[src/rtl/multdiv_iter_unit.sv]
// multdiv_iter_unit: iterative signed/unsigned multiply-divide unit with
// internal HI/LO result registers, start/done handshake and flush.
// WIDTH must be even and >= 4; MUL_STEP must be 1, 2 or 4 and divide WIDTH.
module multdiv_iter_unit #(
  parameter int WIDTH    = 32,
  parameter int MUL_STEP = 2
) (
  input  logic             clk_i,
  input  logic             rst_i,
  input  logic             start_i,
  input  logic [1:0]       op_i,
  input  logic [WIDTH-1:0] op1_i,
  input  logic [WIDTH-1:0] op2_i,
  input  logic             flush_i,
  output logic             ready_o,
  output logic             busy_o,
  output logic             done_o,
  output logic [WIDTH-1:0] hi_o,
  output logic [WIDTH-1:0] lo_o,
  output logic             dz_o
);

  localparam int CW = $clog2(WIDTH);
  localparam int DW = 2 * WIDTH;
  localparam logic [CW-1:0]    MUL_LAST = CW'(WIDTH / MUL_STEP - 1);
  localparam logic [CW-1:0]    DIV_LAST = CW'(WIDTH - 1);
  localparam logic [WIDTH-1:0] MIN_VAL  = {1'b1, {(WIDTH-1){1'b0}}};
  localparam logic [WIDTH-1:0] ONES     = '1;

  typedef enum logic [1:0] {
    IDLE = 2'd0,
    MUL  = 2'd1,
    DIV  = 2'd2,
    FIX  = 2'd3
  } state_t;

  state_t state;
  state_t state_next;
  logic   accept;
  logic   commit;

  // Iteration state
  logic [CW-1:0]    cnt;
  logic [DW-1:0]    acc;       // product accumulator, or preloaded special result
  logic [DW-1:0]    mcand;     // multiplicand magnitude, shifted left each step
  logic [WIDTH-1:0] mplier;    // multiplier magnitude, shifted right each step
  logic [WIDTH-1:0] divisor;
  logic [WIDTH-1:0] rem;
  logic [WIDTH-1:0] quot;      // holds the dividend, replaced by quotient bits
  logic             neg_prod;
  logic             neg_quot;
  logic             neg_rem;
  logic             use_div;   // FIX takes HI/LO from rem/quot instead of acc
  logic             pend_dz;

  // Committed architectural state
  logic [WIDTH-1:0] hi;
  logic [WIDTH-1:0] lo;
  logic             dz;
  logic             done;

  // Operand decode at accept
  logic             div_op;
  logic             is_signed;
  logic             s1;
  logic             s2;
  logic [WIDTH-1:0] mag1;
  logic [WIDTH-1:0] mag2;
  logic             div_zero;
  logic             div_ovf;
  logic             div_special;

  assign div_op      = op_i[1];
  assign is_signed   = ~op_i[0];
  assign s1          = is_signed & op1_i[WIDTH-1];
  assign s2          = is_signed & op2_i[WIDTH-1];
  // Negating MIN yields MIN, which is the correct unsigned magnitude.
  assign mag1        = s1 ? -op1_i : op1_i;
  assign mag2        = s2 ? -op2_i : op2_i;
  assign div_zero    = (op2_i == '0);
  assign div_ovf     = (op_i == 2'b10) && (op1_i == MIN_VAL) && (op2_i == ONES);
  assign div_special = div_zero | div_ovf;

  // Multiply step: one partial product per retired multiplier bit
  logic [DW-1:0] pp [MUL_STEP];
  logic [DW-1:0] mul_sum;

  genvar gi;
  generate
    for (gi = 0; gi < MUL_STEP; gi++) begin : g_pp
      assign pp[gi] = mplier[gi] ? (mcand << gi) : '0;
    end
  endgenerate

  // Sum this cycle's partial products into the running accumulator
  always_comb begin
    mul_sum = acc;
    for (int j = 0; j < MUL_STEP; j++) begin
      mul_sum = mul_sum + pp[j];
    end
  end

  // Restoring divide step: remainder never reaches the divisor, so it fits WIDTH bits
  logic [WIDTH:0]   trial;
  logic             fits;
  logic [WIDTH-1:0] rem_step;
  logic [WIDTH-1:0] quot_step;

  assign trial     = {rem, quot[WIDTH-1]} - {1'b0, divisor};
  assign fits      = ~trial[WIDTH];
  assign rem_step  = fits ? trial[WIDTH-1:0] : {rem[WIDTH-2:0], quot[WIDTH-1]};
  assign quot_step = {quot[WIDTH-2:0], fits};

  // Sign correction applied in FIX
  logic [DW-1:0]    prod_fix;
  logic [WIDTH-1:0] hi_new;
  logic [WIDTH-1:0] lo_new;

  assign prod_fix = neg_prod ? -acc : acc;
  assign hi_new   = use_div ? (neg_rem  ? -rem  : rem)  : prod_fix[DW-1:WIDTH];
  assign lo_new   = use_div ? (neg_quot ? -quot : quot) : prod_fix[WIDTH-1:0];

  // State register
  always_ff @(posedge clk_i or posedge rst_i) begin
    if (rst_i) begin
      state <= IDLE;
    end else begin
      state <= state_next;
    end
  end

  // Next-state, accept/commit strobes and handshake outputs; flush overrides all
  always_comb begin
    state_next = state;
    accept     = 1'b0;
    commit     = 1'b0;
    ready_o    = 1'b0;
    busy_o     = 1'b1;
    case (state)
      IDLE: begin
        ready_o = 1'b1;
        busy_o  = 1'b0;
        if (start_i) begin
          accept = 1'b1;
          if (!div_op) begin
            state_next = MUL;
          end else if (div_special) begin
            state_next = FIX;
          end else begin
            state_next = DIV;
          end
        end
      end
      MUL: begin
        if (cnt == MUL_LAST) begin
          state_next = FIX;
        end
      end
      DIV: begin
        if (cnt == DIV_LAST) begin
          state_next = FIX;
        end
      end
      FIX: begin
        commit     = 1'b1;
        state_next = IDLE;
      end
      default: begin
        state_next = IDLE;
      end
    endcase
    if (flush_i) begin
      state_next = IDLE;
      accept     = 1'b0;
      commit     = 1'b0;
    end
  end

  // Operand capture, iteration datapath and counter
  always_ff @(posedge clk_i or posedge rst_i) begin
    if (rst_i) begin
      cnt      <= '0;
      acc      <= '0;
      mcand    <= '0;
      mplier   <= '0;
      divisor  <= '0;
      rem      <= '0;
      quot     <= '0;
      neg_prod <= 1'b0;
      neg_quot <= 1'b0;
      neg_rem  <= 1'b0;
      use_div  <= 1'b0;
      pend_dz  <= 1'b0;
    end else if (accept) begin
      cnt      <= '0;
      mcand    <= {{WIDTH{1'b0}}, mag1};
      mplier   <= mag2;
      divisor  <= mag2;
      rem      <= '0;
      quot     <= mag1;
      neg_quot <= s1 ^ s2;
      neg_rem  <= s1;
      use_div  <= div_op & ~div_special;
      pend_dz  <= div_op & div_zero;
      // Special divides preload their final HI/LO and pass through FIX unchanged
      if (div_op && div_zero) begin
        acc      <= {op1_i, ONES};
        neg_prod <= 1'b0;
      end else if (div_op && div_ovf) begin
        acc      <= {{WIDTH{1'b0}}, MIN_VAL};
        neg_prod <= 1'b0;
      end else begin
        acc      <= '0;
        neg_prod <= s1 ^ s2;
      end
    end else if (state == MUL) begin
      acc    <= mul_sum;
      mcand  <= mcand << MUL_STEP;
      mplier <= mplier >> MUL_STEP;
      if (cnt != MUL_LAST) begin
        cnt <= cnt + CW'(1);
      end
    end else if (state == DIV) begin
      rem  <= rem_step;
      quot <= quot_step;
      if (cnt != DIV_LAST) begin
        cnt <= cnt + CW'(1);
      end
    end
  end

  // Committed HI/LO/dz and the one-cycle done pulse
  always_ff @(posedge clk_i or posedge rst_i) begin
    if (rst_i) begin
      hi   <= '0;
      lo   <= '0;
      dz   <= 1'b0;
      done <= 1'b0;
    end else begin
      done <= commit;
      if (accept) begin
        dz <= 1'b0;
      end
      if (commit) begin
        hi <= hi_new;
        lo <= lo_new;
        dz <= pend_dz;
      end
    end
  end

  assign done_o = done;
  assign hi_o   = hi;
  assign lo_o   = lo;
  assign dz_o   = dz;

endmodule

[config.mk]
export PLATFORM = sky130hd
export DESIGN_NAME = multdiv_iter_unit
export DESIGN_NICKNAME = d
export VERILOG_FILES = /design/src/rtl/multdiv_iter_unit.sv
export SDC_FILE = /design/constraint.sdc
export NUM_CORES = 2
export LEC_CHECK = 0
export CAP_MARGIN = 25
export CORE_MARGIN = 1.5
export CORE_UTILIZATION = 45
export CTS_BUF_LIST = sky130_fd_sc_hd__clkbuf_4 sky130_fd_sc_hd__clkbuf_8
export CTS_CLUSTER_DIAMETER = 150
export DETAILED_ROUTE_END_ITERATION = 6
export MAX_ROUTING_LAYER = met4
export SLEW_MARGIN = 5
export SYNTH_ARGS = -nofsm -noshare
export SYNTH_HDL_FRONTEND = slang
export SYNTH_SLANG_ARGS = --single-unit
[constraint.sdc]
create_clock -name clk_i -period 31.4 [get_ports clk_i]
set_input_delay 6.28 -clock clk_i [delete_from_list [all_inputs] [get_ports clk_i]]
set_output_delay 6.28 -clock clk_i [all_outputs]
set_load 0.05 [all_outputs]
==> results.json <==
{
  "setup_violations": 0,
  "syn_inst": 3048,
  "cts_resized": 0,
  "maxCapViolations": 0,
  "worst_slew_pin_slew_ps": 1060,
  "fin_worst_skew_ps": 25.0,
  "dpl-instance-area_mm2": 0.0275,
  "grt_first_pass_wirelength_um": 129000,
  "synthToLayoutAreaGrowth_pct": 13.3,
  "setup_slack_ps": 22450,
  "numClockSinks": 334,
  "ys_warn_count": 0,
  "grt_max_degree": 219,
  "async_reset_ff_share_pct": 100,
  "final_cell_area_mm2": 0.0291,
  "synth_area_per_cell_um2": 8.41,
  "gr-usage-all-layers_pct": 29.0,
  "cts-htree-levels": 3,
  "cts_made_buffers": 67,
  "synthTopCellsByArea": "dfrtp_1 (33%), a21oi_1 (5.9%), o21ai_0 (5.4%)",
  "synth_area_mm2": 0.0256,
  "dr_total_vias": 23000,
  "slew_headroom_pct": 29.3,
  "initial_utilization_pct": 45.5,
  "finalPower_mw": 3.48,
  "synth_seq_cells": 334,
  "clockRootBuffer": "clkbuf_8",
  "p_leak_nw": 12.5,
  "antenna_found_initial": 3,
  "max_freq_mhz": 112,
  "die_h_um": 242,
  "hold_path.class": "flip-flop to flip-flop",
  "avgRoutedWirePerCell_um": 21.3,
  "avgViaCountPerCell": 5.90,
  "synthFlopType": "dfrtp_1",
  "fin_cells": 3897,
  "seq_area_frac_synth_pct": 32.6,
  "drc": 0,
  "synth_top_cell_area_share_pct": 32.6,
  "die_x_um": 242,
  "grt-busiest-layer": "met2",
  "drt_iter0_drc": 1938,
  "dieArea_mm2": 0.0584,
  "yosysMostFrequentCell": "dfrtp_1",
  "synth_edf_count": 0,
  "rsz0062_at_grt": "false",
  "cts_setup_buffers": 0,
  "synthesis.nets": 3291,
  "first_pass_iters": 6,
  "grt_pass1_vias": 21800,
  "startpoint_type": "primary input",
  "clk_latency_ps": 660,
  "io_pins": 138,
  "period_share_pct": 28.5,
  "port_buffers": 137,
  "overflow": 0,
  "cts_max_path_buffers": 3,
  "synth_commonest_cells": "dfrtp_1 (334), nand2_1 (329), a21oi_1 (304)",
  "ir_worst_vdd_mv": 0.0862,
  "num-nets-final": 3332,
  "run_status": "finished, final reports clean",
  "clkTransAtPathRegs_ps": 60,
  "fin_tns_setup_ps": 0,
  "min_period_ps": 8950,
  "detail-route-antenna-nets": 0,
  "globalplace.congestion": 0.971,
  "cp_data_required_time_ps": 31900,
  "hold_viol_final": 0,
  "met1_usage_pct": 41.1,
  "placed_cells": 3772,
  "num_rows": 87,
  "yosysTopAreaCell": "dfrtp_1",
  "routed_wl_um": 83100,
  "coreArea_mm2": 0.0564,
  "crit_path_end_kind": "flip-flop",
  "dp_slack_ps": 21460,
  "timing.hold.ws_ps": 475,
  "power_density_mw_per_mm2": 120,
  "slew_violations": 0,
  "cp_max_fo": 6,
  "crit_type": "primary input to flip-flop",
  "final_util_pct": 51.5,
  "dp_hpwl_um": 63300,
  "crit_arrival_ps": 9460,
  "postCtsHoldBufs": 0,
  "grt_util_met2_pct": 42.8,
  "ys_types": 74,
  "final_layout_size_suffix_gt1_share_pct": 5.83,
  "grt_use_met3_pct": 4.30,
  "cts_tree": "built"
}
==> cell usage in the layout (no fill, tap or decap), types with 64 or more instances in the layout <==
| cell | instances |
|---|---|
| o31ai_1 | 70 |
| inv_1 | 74 |
| clkdlybuf4s50_1 | 137 |
| nor2_1 | 237 |
| a21oi_1 | 304 |
| mux2i_1 | 91 |
| xor2_1 | 126 |
| dfrtp_1 | 332 |
| fa_1 | 64 |
| nand2_1 | 329 |
| clkbuf_8 | 84 |
| o21ai_0 | 279 |
| and2_1 | 133 |
| xnor2_1 | 135 |
| ha_1 | 108 |
==> flip-flops by register name, summed over array words and instances, names as in the netlist <==
| name | flops |
|---|---|
| acc | 64 |
| mcand | 64 |
| divisor | 32 |
| hi_o | 32 |
| lo_o | 32 |
| mplier | 32 |
| quot | 32 |
| rem | 32 |
| cnt | 5 |
| state | 2 |
| done_o | 1 |
| dz_o | 1 |
| neg_prod | 1 |
| neg_quot | 1 |
| neg_rem | 1 |
| pend_dz | 1 |
| use_div | 1 |
==> routing by layer <==
metal	up-vias	share of wire (%)
met5	-	0
met4	0	2.9
met3	124	6.1
met2	728	44
met1	11300	47
li1	10900	-
==> layout make-up <==
type	instances	area, µm²
fill	5503	27300
clock inverter	17	203
sequential	334	8360
multi-input combinational	2451	16300
inverter	75	289
antenna	2	5.00
tap	756	946
clock buffer	102	1290
timing repair buffer	160	1620
==> power breakdown <==
group          switching, mW  internal, mW  leakage [nW]
clock                  0.209         0.296         0.780
combinational           1.33         0.834          7.54
sequential             0.226         0.587          4.20
total                   1.77          1.72          12.5
==> critical path: stages <==
cell             delay, ps
clkdlybuf4s50_1        510
or3_1                  460
or4_1                  480
or4_1                  460
nor2_1                 340
nand3_1                230
o21ai_0                250
xor2_1                 170
nand2_1                 80
o21ai_0                110
o21ai_0                 90
==> cell families after synthesis <==
kind of cell	synth area share [%]
simple gates	19.1
compound gates	21.6
flops	32.6
buf+inv	3.86
xor+xnor	8.98
fa+ha+maj	10.3
mux	3.60
==> worst paths after layout <==
path | start | endpoint | slack (ps) | cells past startpoint
worst max-delay path | op1_i[9] | quot[29] | 22450 | 11
worst min-delay path | lo_o[0] | lo_o[0] | 470 | 2
worst max register to register | mplier[1] | acc[55] | 26070 | 17
worst min register to register | lo_o[0] | lo_o[0] | 470 | 2
max in group asynchronous | rst_i | mcand[39] | 22990 | 4
min in group asynchronous | rst_i | hi_o[28] | 6140 | 2
No activity file was read; power rests on OpenSTA's default activity.
